[config.mk]
export PLATFORM = sky130hd
export DESIGN_NAME = fog_param_uart_regs
export DESIGN_NICKNAME = d
export VERILOG_FILES = /design/src/rtl/fog_param_pkg.sv /design/src/rtl/uart_rx_byte.sv /design/src/rtl/fog_param_uart_regs.sv
export SDC_FILE = /design/constraint.sdc
export NUM_CORES = 1
export LEC_CHECK = 0
export ABC_CLOCK_PERIOD_IN_PS = 2400
export CAP_MARGIN = 5
export CORE_MARGIN = 2
export CORE_UTILIZATION = 52
export DETAILED_ROUTE_END_ITERATION = 6
export GPL_TIMING_DRIVEN = 0
export PLACE_DENSITY_LB_ADDON = 0.12
export REMOVE_ABC_BUFFERS = 1
export SYNTH_ARGS = -nofsm -noshare
export SYNTH_HDL_FRONTEND = slang
export SYNTH_HIERARCHICAL = 1
export SYNTH_SLANG_ARGS = --single-unit
[constraint.sdc]
create_clock -name pll_clk_cpu_int -period 2.4 [get_ports pll_clk_cpu_int]
set_input_delay 0.24 -clock pll_clk_cpu_int [delete_from_list [all_inputs] [get_ports pll_clk_cpu_int]]
set_output_delay 0.24 -clock pll_clk_cpu_int [all_outputs]
set_load 0.02 [all_outputs]
[src/rtl/fog_param_pkg.sv]
// Shared constants for the FOG parameter UART: frame bytes, register addresses,
// power-on defaults and the command parser state encoding.
package fog_param_pkg;

    localparam logic [7:0] HDR0 = 8'hAB;
    localparam logic [7:0] HDR1 = 8'hBA;
    localparam logic [7:0] TRL0 = 8'h55;
    localparam logic [7:0] TRL1 = 8'h56;

    localparam logic [7:0] ADDR_FREQ_CNT     = 8'h01;
    localparam logic [7:0] ADDR_AMP_H        = 8'h02;
    localparam logic [7:0] ADDR_AMP_L        = 8'h03;
    localparam logic [7:0] ADDR_POLARITY     = 8'h04;
    localparam logic [7:0] ADDR_WAIT_CNT     = 8'h05;
    localparam logic [7:0] ADDR_ERR_OFFSET   = 8'h06;
    localparam logic [7:0] ADDR_AVG_SEL      = 8'h07;
    localparam logic [7:0] ADDR_GAINSEL_STEP = 8'h08;
    localparam logic [7:0] ADDR_GAINSEL_RAMP = 8'h09;
    localparam logic [7:0] ADDR_FB_ON        = 8'h0A;
    localparam logic [7:0] ADDR_CONST_STEP   = 8'h0B;

    localparam logic [31:0] RST_FREQ_CNT     = 32'd1000;
    localparam logic [31:0] RST_AMP_H        = 32'd5000;
    localparam logic [31:0] RST_AMP_L        = 32'd5000;
    localparam logic        RST_POLARITY     = 1'b0;
    localparam logic [31:0] RST_WAIT_CNT     = 32'd50;
    localparam logic [31:0] RST_ERR_OFFSET   = 32'd0;
    localparam logic [31:0] RST_AVG_SEL      = 32'd10;
    localparam logic [31:0] RST_GAINSEL_STEP = 32'd5;
    localparam logic [31:0] RST_GAINSEL_RAMP = 32'd10;
    localparam logic [31:0] RST_FB_ON        = 32'd1;
    localparam logic [31:0] RST_CONST_STEP   = 32'd100;

    typedef enum logic [2:0] {
        PS_IDLE = 3'd0,
        PS_HDR2 = 3'd1,
        PS_ADDR = 3'd2,
        PS_DATA = 3'd3,
        PS_TRL1 = 3'd4,
        PS_TRL2 = 3'd5
    } parser_state_t;

    function automatic logic addr_valid(input logic [7:0] a);
        return (a >= ADDR_FREQ_CNT) && (a <= ADDR_CONST_STEP);
    endfunction

endpackage

[src/rtl/uart_rx_byte.sv]
// 8N1 UART byte receiver: 2-FF synchroniser, glitch-rejecting start detect and
// mid-bit sampling. Emits a one-cycle byte_valid or stop_err per received byte.
module uart_rx_byte
#(
    parameter int CLKS_PER_BIT = 868
)
(
    input  logic       clk,
    input  logic       rst_n,
    input  logic       rx,
    output logic       byte_valid,
    output logic [7:0] byte_data,
    output logic       stop_err
);

    localparam int CW = $clog2(CLKS_PER_BIT + 1);
    localparam logic [CW-1:0] HALF_LAST = CW'(CLKS_PER_BIT / 2 - 1);
    localparam logic [CW-1:0] FULL_LAST = CW'(CLKS_PER_BIT - 1);
    localparam logic [CW-1:0] CNT_ZERO  = CW'(0);
    localparam logic [CW-1:0] CNT_ONE   = CW'(1);

    localparam logic [1:0] RX_IDLE  = 2'd0;
    localparam logic [1:0] RX_START = 2'd1;
    localparam logic [1:0] RX_DATA  = 2'd2;
    localparam logic [1:0] RX_STOP  = 2'd3;

    logic          rx_meta_r;
    logic          rx_sync_r;
    logic          rx_prev_r;
    logic [1:0]    rx_state_r;
    logic [CW-1:0] cnt_r;
    logic [2:0]    bit_r;
    logic [7:0]    shift_r;
    logic          byte_valid_r;
    logic [7:0]    byte_data_r;
    logic          stop_err_r;

    // Synchroniser, bit timing and byte assembly
    always_ff @(posedge clk or negedge rst_n) begin
        if (!rst_n) begin
            rx_meta_r    <= 1'b1;
            rx_sync_r    <= 1'b1;
            rx_prev_r    <= 1'b1;
            rx_state_r   <= RX_IDLE;
            cnt_r        <= CNT_ZERO;
            bit_r        <= 3'd0;
            shift_r      <= 8'h00;
            byte_valid_r <= 1'b0;
            byte_data_r  <= 8'h00;
            stop_err_r   <= 1'b0;
        end else begin
            rx_meta_r    <= rx;
            rx_sync_r    <= rx_meta_r;
            rx_prev_r    <= rx_sync_r;
            byte_valid_r <= 1'b0;
            stop_err_r   <= 1'b0;
            case (rx_state_r)
                RX_IDLE: begin
                    cnt_r <= CNT_ZERO;
                    bit_r <= 3'd0;
                    if (rx_prev_r && !rx_sync_r) begin
                        rx_state_r <= RX_START;
                    end
                end
                RX_START: begin
                    if (cnt_r == HALF_LAST) begin
                        cnt_r      <= CNT_ZERO;
                        // a line that is high again at mid start bit was a glitch
                        rx_state_r <= rx_sync_r ? RX_IDLE : RX_DATA;
                    end else begin
                        cnt_r <= cnt_r + CNT_ONE;
                    end
                end
                RX_DATA: begin
                    if (cnt_r == FULL_LAST) begin
                        cnt_r   <= CNT_ZERO;
                        shift_r <= {rx_sync_r, shift_r[7:1]};
                        bit_r   <= bit_r + 3'd1;
                        if (bit_r == 3'd7) begin
                            rx_state_r <= RX_STOP;
                        end
                    end else begin
                        cnt_r <= cnt_r + CNT_ONE;
                    end
                end
                RX_STOP: begin
                    if (cnt_r == FULL_LAST) begin
                        cnt_r      <= CNT_ZERO;
                        rx_state_r <= RX_IDLE;
                        if (rx_sync_r) begin
                            byte_valid_r <= 1'b1;
                            byte_data_r  <= shift_r;
                        end else begin
                            stop_err_r <= 1'b1;
                        end
                    end else begin
                        cnt_r <= cnt_r + CNT_ONE;
                    end
                end
                default: begin
                    rx_state_r <= RX_IDLE;
                end
            endcase
        end
    end

    assign byte_valid = byte_valid_r;
    assign byte_data  = byte_data_r;
    assign stop_err   = stop_err_r;

endmodule

[src/rtl/fog_param_uart_regs.sv]
// UART command parser and parameter register bank driving the FOG core var_* inputs.
// Each valid 9-byte frame writes one register; everything else holds its default.
module fog_param_uart_regs
    import fog_param_pkg::*;
#(
    parameter int CLK_HZ       = 100000000,
    parameter int BAUD         = 115200,
    parameter int TIMEOUT_CLKS = 1000000
)
(
    input  logic        pll_clk_cpu_int,
    input  logic        RST_EXT_N,
    input  logic        i_rx,
    output logic [31:0] var_freq_cnt,
    output logic [31:0] var_amp_H,
    output logic [31:0] var_amp_L,
    output logic [31:0] var_wait_cnt,
    output logic [31:0] var_err_offset,
    output logic [31:0] var_avg_sel,
    output logic [31:0] var_gainSel_step,
    output logic [31:0] var_gainSel_ramp,
    output logic [31:0] var_fb_ON,
    output logic [31:0] var_const_step,
    output logic        var_polarity,
    output logic        o_param_update,
    output logic [7:0]  o_param_addr,
    output logic        o_frame_err
);

    localparam int CLKS_PER_BIT = CLK_HZ / BAUD;
    localparam int TW = $clog2(TIMEOUT_CLKS + 1);
    localparam logic [TW-1:0] TMO_LAST = TW'(TIMEOUT_CLKS - 1);
    localparam logic [TW-1:0] TMO_ZERO = TW'(0);
    localparam logic [TW-1:0] TMO_ONE  = TW'(1);

    logic          byte_valid_s;
    logic [7:0]    byte_data_s;
    logic          stop_err_s;

    parser_state_t state_r, state_nx_s;
    logic [7:0]    addr_r, addr_nx_s;
    logic [31:0]   buf_r, buf_nx_s;
    logic [1:0]    idx_r, idx_nx_s;
    logic [TW-1:0] tmo_r;
    logic          wr_en_s;
    logic          bad_s;

    logic [31:0] freq_cnt_r, amp_h_r, amp_l_r, wait_cnt_r, err_offset_r, avg_sel_r;
    logic [31:0] gainsel_step_r, gainsel_ramp_r, fb_on_r, const_step_r;
    logic        polarity_r, update_r, frame_err_r;
    logic [7:0]  param_addr_r;

    uart_rx_byte #(.CLKS_PER_BIT(CLKS_PER_BIT)) u_rx (
        .clk        (pll_clk_cpu_int),
        .rst_n      (RST_EXT_N),
        .rx         (i_rx),
        .byte_valid (byte_valid_s),
        .byte_data  (byte_data_s),
        .stop_err   (stop_err_s)
    );

    // Frame parser next-state, write strobe and bad-frame detection
    always_comb begin
        state_nx_s = state_r;
        addr_nx_s  = addr_r;
        buf_nx_s   = buf_r;
        idx_nx_s   = idx_r;
        wr_en_s    = 1'b0;
        bad_s      = 1'b0;
        if (stop_err_s) begin
            state_nx_s = PS_IDLE;
        end else if (byte_valid_s) begin
            case (state_r)
                PS_IDLE: begin
                    state_nx_s = (byte_data_s == HDR0) ? PS_HDR2 : PS_IDLE;
                end
                PS_HDR2: begin
                    if (byte_data_s == HDR1) begin
                        state_nx_s = PS_ADDR;
                    end else if (byte_data_s == HDR0) begin
                        state_nx_s = PS_HDR2;
                    end else begin
                        state_nx_s = PS_IDLE;
                    end
                end
                PS_ADDR: begin
                    addr_nx_s  = byte_data_s;
                    idx_nx_s   = 2'd0;
                    state_nx_s = PS_DATA;
                end
                PS_DATA: begin
                    buf_nx_s   = {buf_r[23:0], byte_data_s};
                    idx_nx_s   = idx_r + 2'd1;
                    state_nx_s = (idx_r == 2'd3) ? PS_TRL1 : PS_DATA;
                end
                PS_TRL1: begin
                    if (byte_data_s == TRL0) begin
                        state_nx_s = PS_TRL2;
                    end else begin
                        bad_s      = 1'b1;
                        state_nx_s = PS_IDLE;
                    end
                end
                PS_TRL2: begin
                    if ((byte_data_s == TRL1) && addr_valid(addr_r)) begin
                        wr_en_s = 1'b1;
                    end else begin
                        bad_s = 1'b1;
                    end
                    state_nx_s = PS_IDLE;
                end
                default: begin
                    state_nx_s = PS_IDLE;
                end
            endcase
        end else if ((state_r != PS_IDLE) && (tmo_r == TMO_LAST)) begin
            state_nx_s = PS_IDLE;
        end else begin
            state_nx_s = state_r;
        end
    end

    // Parser state, frame buffer and inter-byte timeout counter
    always_ff @(posedge pll_clk_cpu_int or negedge RST_EXT_N) begin
        if (!RST_EXT_N) begin
            state_r <= PS_IDLE;
            addr_r  <= 8'h00;
            buf_r   <= 32'h0000_0000;
            idx_r   <= 2'd0;
            tmo_r   <= TMO_ZERO;
        end else begin
            state_r <= state_nx_s;
            addr_r  <= addr_nx_s;
            buf_r   <= buf_nx_s;
            idx_r   <= idx_nx_s;
            if (byte_valid_s || stop_err_s || (state_r == PS_IDLE) || (tmo_r == TMO_LAST)) begin
                tmo_r <= TMO_ZERO;
            end else begin
                tmo_r <= tmo_r + TMO_ONE;
            end
        end
    end

    // Parameter register bank and status pulses
    always_ff @(posedge pll_clk_cpu_int or negedge RST_EXT_N) begin
        if (!RST_EXT_N) begin
            freq_cnt_r     <= RST_FREQ_CNT;
            amp_h_r        <= RST_AMP_H;
            amp_l_r        <= RST_AMP_L;
            polarity_r     <= RST_POLARITY;
            wait_cnt_r     <= RST_WAIT_CNT;
            err_offset_r   <= RST_ERR_OFFSET;
            avg_sel_r      <= RST_AVG_SEL;
            gainsel_step_r <= RST_GAINSEL_STEP;
            gainsel_ramp_r <= RST_GAINSEL_RAMP;
            fb_on_r        <= RST_FB_ON;
            const_step_r   <= RST_CONST_STEP;
            update_r       <= 1'b0;
            frame_err_r    <= 1'b0;
            param_addr_r   <= 8'h00;
        end else begin
            update_r    <= wr_en_s;
            frame_err_r <= stop_err_s | bad_s;
            if (wr_en_s) begin
                param_addr_r <= addr_r;
                case (addr_r)
                    ADDR_FREQ_CNT:     freq_cnt_r     <= buf_r;
                    ADDR_AMP_H:        amp_h_r        <= buf_r;
                    ADDR_AMP_L:        amp_l_r        <= buf_r;
                    ADDR_POLARITY:     polarity_r     <= buf_r[0];
                    ADDR_WAIT_CNT:     wait_cnt_r     <= buf_r;
                    ADDR_ERR_OFFSET:   err_offset_r   <= buf_r;
                    ADDR_AVG_SEL:      avg_sel_r      <= buf_r;
                    ADDR_GAINSEL_STEP: gainsel_step_r <= buf_r;
                    ADDR_GAINSEL_RAMP: gainsel_ramp_r <= buf_r;
                    ADDR_FB_ON:        fb_on_r        <= buf_r;
                    ADDR_CONST_STEP:   const_step_r   <= buf_r;
                    default: begin
                    end
                endcase
            end
        end
    end

    assign var_freq_cnt     = freq_cnt_r;
    assign var_amp_H        = amp_h_r;
    assign var_amp_L        = amp_l_r;
    assign var_polarity     = polarity_r;
    assign var_wait_cnt     = wait_cnt_r;
    assign var_err_offset   = err_offset_r;
    assign var_avg_sel      = avg_sel_r;
    assign var_gainSel_step = gainsel_step_r;
    assign var_gainSel_ramp = gainsel_ramp_r;
    assign var_fb_ON        = fb_on_r;
    assign var_const_step   = const_step_r;
    assign o_param_update   = update_r;
    assign o_param_addr     = param_addr_r;
    assign o_frame_err      = frame_err_r;

endmodule

## After elaboration in Yosys (flattened, before gate mapping)

Cells that the tools add are included.

| storage, ports and cells | value |
|---|---|
| register bits | 432 |
| latch bits | 0 |
| memory bits (writable) | 0 |
| ROM bits | 0 |
| word-level logic and storage cells | 140 |
| memories | 0 |

| cells by class | value |
|---|---|
| add/sub/neg operators | 4 |
| multipliers | 0 |
| divide/modulo/power cells | 0 |
| magnitude comparators | 2 |
| equal/unequal tests | 33 |
| shift-type cells | 0 |
| mux-type cells | 37 |
| bitwise logic cells | 2 |
| reductions and logical operators | 33 |

Operators by type and width:

| kind | count |
|---|---|
| 8-bit by 3-bit equality test with 1-bit output, second input constant | 4 |
| 8-bit by 4-bit equality test with 1-bit output, second input constant | 4 |
| 10-bit case mux with 3 select lines | 1 |
| 2-bit AND reduction | 13 |
| 20-bit by 1-bit adder with 20-bit output, second input constant | 1 |
| 20-bit equality test, second input constant | 1 |
| 10-bit 2-to-1 mux | 2 |
| 20-bit 2-to-1 mux | 1 |
| 3-bit 2-to-1 mux | 6 |
| 8-bit by 2-bit equality test with 1-bit output, second input constant | 2 |
| 8-bit by 7-bit equality test with 1-bit output, second input constant | 2 |
| 8-bit equality test, second input constant | 2 |
| 1-bit 2-to-1 mux | 15 |
| 3-bit case mux with 5 select lines | 1 |
| 2-bit 2-to-1 mux | 7 |
| 3-bit AND reduction | 4 |
| 10-bit by 1-bit adder with 10-bit output, second input constant | 1 |
| 10-bit equality test, second input constant | 1 |
| 10-bit by 9-bit equality test with 1-bit output, second input constant | 1 |
| 2-bit by 1-bit inequality test with 1-bit output, second input constant | 5 |
| 3-bit equality test, second input constant | 3 |
| 8-bit by 1-bit equality test with 1-bit output, second input constant | 1 |
| 8-bit by 1-bit greater-or-equal comparator with 1-bit output, second input constant | 1 |
| 8-bit by 4-bit less-or-equal comparator with 1-bit output, second input constant | 1 |
| 21 further kinds | 31 |

## Logic depth before layout (Yosys ltp)

| depth | value |
|---|---|
| depth after elaboration | 8 |
| gate-level depth with buffers | 8 |

## Hierarchy

The synthesis kept the hierarchy.

Modules (own cells, without submodules):

| module | instances | cells each | area each (um2) |
|---|---|---|---|
| fog_param_uart_regs | 1 | 987 | 15524.9 |
| uart_rx_byte | 1 | 133 | 1695.4 |

## Worst setup path after synthesis

OpenSTA, ideal clock, no wires.

| path | value |
|---|---|
| path type | flip-flop to flip-flop |
| start | reg state_r[1] |
| end | reg err_offset_r[10], in the netlist var_err_offset[10] |
| setup time | 0.125 ns |
| arrival | 2.080 ns |
| slack | 0.195 ns |
| cell stages (with the launch flop) | 7 |
| buffers on the path | 3 |
| path through | dfrtp_1 clkbuf_1 nand4bb_1 buf_2 nor4_2 buf_2 mux2_2 |

| between the ends | value |
|---|---|
| longest elaborated chain between the ends | 5 |

RTL lines:

| what | line | text |
|---|---|---|
| start, declared | fog_param_uart_regs.sv:40 | `parser_state_t state_r, state_nx_s;` |
| start signal, assigned | fog_param_uart_regs.sv:132 | `state_r <= state_nx_s;` |
| 3-bit equality test | fog_param_uart_regs.sv:73 | `case (state_r)` |
| 1-bit 2-to-1 mux | fog_param_uart_regs.sv:73 |  |
| 1-bit 2-to-1 mux | fog_param_uart_regs.sv:72 | `end else if (byte_valid_s) begin` |
| 1-bit 2-to-1 mux | fog_param_uart_regs.sv:70 | `if (stop_err_s) begin` |
| 2-bit AND reduction (no source line) | -- |  |
| end signal, assigned | fog_param_uart_regs.sv:172 | `ADDR_ERR_OFFSET: err_offset_r <= buf_r;` |
| end, declared | fog_param_uart_regs.sv:48 | `logic [31:0] freq_cnt_r, amp_h_r, amp_l_r, wait_cnt_r, err_offset_r, avg_sel_r;` |

Every way passes these cells.
A chain may end at the register's enable or synchronous reset.

## Final worst setup path

| path | value |
|---|---|
| start | reg addr_r[4] |
| end | reg avg_sel_r[15], in the netlist var_avg_sel[15] |

| between the ends | value |
|---|---|
| longest elaborated chain between the ends | 8 |
| elaborated cells on any way between the ends | 10 |
| classes of those cells | 2 x order compare; 1 x eq/ne; 4 x mux; 3 x reduce/logical |

RTL lines:

| what | line | text |
|---|---|---|
| start, declared | fog_param_uart_regs.sv:41 | `logic [7:0] addr_r, addr_nx_s;` |
| start signal, assigned | fog_param_uart_regs.sv:133 | `addr_r <= addr_nx_s;` |
| 8-bit by 1-bit greater-or-equal comparator with 1-bit output / 8-bit by 4-bit less-or-equal comparator with 1-bit output (equally long branches) | fog_param_pkg.sv:44 | `return (a >= ADDR_FREQ_CNT) && (a <= ADDR_CONST_STEP);` |
| 1-bit logical AND | fog_param_pkg.sv:44 |  |
| 1-bit logical AND | fog_param_uart_regs.sv:105 | `if ((byte_data_s == TRL1) && addr_valid(addr_r)) begin` |
| 1-bit 2-to-1 mux | fog_param_uart_regs.sv:105 |  |
| 1-bit 2-to-1 mux | fog_param_uart_regs.sv:73 |  |
| 1-bit 2-to-1 mux | fog_param_uart_regs.sv:72 |  |
| 1-bit 2-to-1 mux | fog_param_uart_regs.sv:70 |  |
| 2-bit AND reduction (no source line) * | -- |  |
| end signal, assigned | fog_param_uart_regs.sv:173 | `ADDR_AVG_SEL: avg_sel_r <= buf_r;` |
| end, declared | fog_param_uart_regs.sv:48 |  |

Every way passes the cells marked *; elsewhere a longest branch is shown, timed or not.

==> summary.md <==
| Metric | Value |
|---|---|
| I/O pin count | `334` |
| Highest Clock Rate | `399 MHz` |
| Type of destination of the critical path | `register` |
| Cell at the slowest stage of the critical path | `or4_4` |
| Final WL | `46700 um` |
| WL/cell | `23.6 um` |
| Starting DRT DRC Count | `493` |
| Failing checks | `setup timing` |
| R2R cell count | `6` |
| CP peak stage delay | `0.52 ns` |
| Clock root buffer | `clkbuf_16` |
| Post-synth top area share | `58.1%` |
| Slack of the critical path | `-0.105 ns` |
| Pin count of the biggest net entering global routing | `122` |
| CP arrival | `2.93 ns` |
| CTS Buffer Depth | `3` |
| CTS buffer count | `45` |
| Via count | `11.0k` |
| Die ar. | `0.0346 mm2` |
| Register area | `0.0109 mm2` |
| Crit path time final | `2.51 ns` |
| Hold Vio Cnt, Final | `0` |
| Max_cap viols | `0` |
| Die W | `186 um` |
| Critical R2R Launch | `addr_r[4]` |
| Fin. max-slew vios | `0` |
| Final Power | `14.6 mW` |
| Clock Latency Late Sink | `0.55 ns` |
| Most frequent cells after synthesis | `400 x dfrtp_1, 327 x mux2_2, 44 x clkbuf_1, 38 x mux2_4, 32 x dfstp_2` |
| Tcrit/Tclk final | `104%` |
| HP Class | `in -> reg` |
| Relative slew slack | `50.4%` |
| Hold EP | `u_rx/rx_meta_r` |
| VDD IR max | `0.551 mV` |
| Htree depth | `2` |
| Post-synthesis cell type count | `59` |
| Core Region | `0.0325 mm2` |
| Area of the multi-input gates | `0.00653 mm2` |
| Placement Cell Area | `0.0213 mm2` |
| Crit Path Class | `reg -> reg` |
| Unrepaired setup endpoints after global routing | `yes` |
| Syn_area_per_cell | `15.4 um2` |
| Cells on Worst Hold Path | `1` |
| Final Util | `73.8%` |
| WP buf/inv | `2` |
| TritonRoute pass-1 iters | `4` |
| I/O Buffers | `333` |
| Row count | `66` |
| WP data required | `2.82 ns` |
| Area contributors post-synth | `dfrtp_1 58%, mux2_2 21%, dfstp_2 4.9%` |
| Flop-to-flop setup slack | `-0.11 ns` |
| Critical path fanouts, max | `21` |
| Share of layout cells above drive strength 1 | `38.1%` |
| Layout filler cell count | `2127` |
| Setup-failing EPs final | `131` |
| YS warnings | `6` |
| Worst reg2reg path endpoint | `var_avg_sel[15]` |
| GR Overflow Total | `0` |
| Yosys top cell by area | `dfrtp_1` |
| Top-count cell post-synth | `dfrtp_1` |
| Vias per inst | `5.55` |
| Synth Cell Area | `0.0172 mm2` |
| Synth Register Bits | `432` |
| Ant. Diodes | `0` |
| Startpoint Class | `register` |
| Residual DRC count | `0` |
| Status | `complete, but fails checks` |
| Layout net count | `1505` |
| Async SR Flop Fraction | `100%` |
| First-pass GRT wire length | `66500 um` |
| Clock sink count | `432` |
| GR Util All Layers | `25.3%` |
| WP depth | `6` |
| CTS tree | `yes` |
| Worst-path cell chain | `nor4_4 -> nand4_1 -> buf_4 -> or4_4 -> buf_12 -> mux2_4` |
| Lkg Pwr | `11.2 nW` |
| Finished layout cell area | `0.0240 mm2` |
| Number of global-route vias before repair | `11.1k` |
| Antenna violations before repair | `0` |
| Post-synth top flop | `dfrtp_1` |
| Top Family by Delay on Critical Path | `simple AND/OR/NAND/NOR gates` |
| Post-DP HPWL | `29500 um` |
| Placer Congestion | `0.818` |
| Clk slew on worst S/H paths | `0.06 ns` |
| Worst Tran Pin Value | `0.740 ns` |
| Setup crit start | `addr_r[4]` |
| Initial Utilization | `52.9%` |
| Antenna Violating Nets Remaining | `0` |
| EDFF count, synth | `0` |
| Synthesis-to-finish area growth | `39.4%` |
| Power per Cell Area | `609 mW/mm2` |
| Die Ht | `186 um` |
| Cell count after synthesis | `1120` |
| DP Worst Slack | `-1.19 ns` |
| HP Start | `i_rx` |
| Register area share after synthesis | `63.0%` |
| Clk_skew | `0.0198 ns` |
[layer usage]
layer  vias to the layer above  share of wire (%)  track usage [%]  routed length, um
met4                         0                3.3             8.79               1540
li1                       4758                  -                -                  -
met3                        88                7.7             7.28               3610
met5                         -                  0            0.148                  0
met1                      5709                 41             33.0              19300
met2                       410                 48             40.8              22200
[cell families (layout without fill, tap and decap cells)]
kind of cell,Yosys count,after routing,share of synthesized area (%)
flops,432,432,63.0
mux,382,382,25.9
simple gates,140,140,5.21
buf+inv,92,504,2.54
compound gates,54,54,2.22
xor+xnor,14,14,0.712
fa+ha+maj,6,6,0.436
[where the power goes]
| part | switching, mW | internal, mW |
|---|---|---|
| clock network | 2.82 | 4.02 |
| logic | 0.238 | 0.0955 |
| registers | 0.0914 | 7.35 |
[flip-flops by register name (all words and copies together) (netlist names), 32 cells and up, named ones only]
signal and cells:
var_gainSel_step 32, var_const_step 32, var_wait_cnt 32, var_err_offset 32, var_fb_ON 32, var_amp_L 32
var_amp_H 32, var_avg_sel 32, buf_r 32, var_gainSel_ramp 32, var_freq_cnt 32
[cells in the final DEF, fill, tap and decap left out, types with 8 or more instances in the layout]
master           Yosys  final
buf_8                0      8
clkbuf_1            44     11
dfrtp_1            400    397
clkbuf_16            0     53
o21ai_0              9      9
a21oi_1             13     13
inv_1               10     10
buf_12               0     26
mux2_4              38    164
nor4_4               2     10
dfstp_2             32     32
buf_6                6      9
nand3_1             19     18
or4_1               14     12
clkinv_2             0     10
buf_4                3     22
clkdlybuf4s50_1      0    332
clkbuf_8             0     11
nand2_1             21     21
mux2_2             327    211
nor2_1              16     15
[metrics by stage]
| step | std cells | hold WS, ns | TNS (ns) |
|---|---|---|---|
| floorplan | 1038 | -0.0556 | -328.99 |
| global placement | 1813 | 0.347 | -8456.92 |
| detailed placement | 1844 | 0.184 | -280.48 |
| CTS | 1953 | 0.107 | -0.796 |
| global route | 1974 | 0.114 | -11.26 |
| finish | 1974 | 0.119 | -4.92 |
[repair_timing]
| item | CTS | global route |
|---|---|---|
| setup endpoints to repair | 347 | 248 |
| setup buffers | 25 | 13 |
| hold buffers | 1 | 0 |
| gates resized for setup | 13 | 165 |
| pin swaps | 10 | 5 |
| hold endpoints to repair | 55 | 0 |
| gates cloned | 0 | 8 |
[worst max-delay path by stage]
stage,endpoint
after floorplan,var_freq_cnt[0]
after global placement,var_gainSel_ramp[17]
after detailed placement,var_avg_sel[18]
after CTS,var_amp_H[22]
after global routing,var_wait_cnt[22]
final,var_avg_sel[15]
[cell type report]
| cell class | instances | area share [%] |
|---|---|---|
| clock buffer | 67 | 5.49 |
| clock inverter | 16 | 0.594 |
| inverter | 10 | 0.156 |
| multi-input combinational | 596 | 27.2 |
| sequential | 432 | 45.2 |
| tap | 442 | 2.30 |
| timing repair buffer | 411 | 19.1 |
Power figures use the tool's default switching activity.
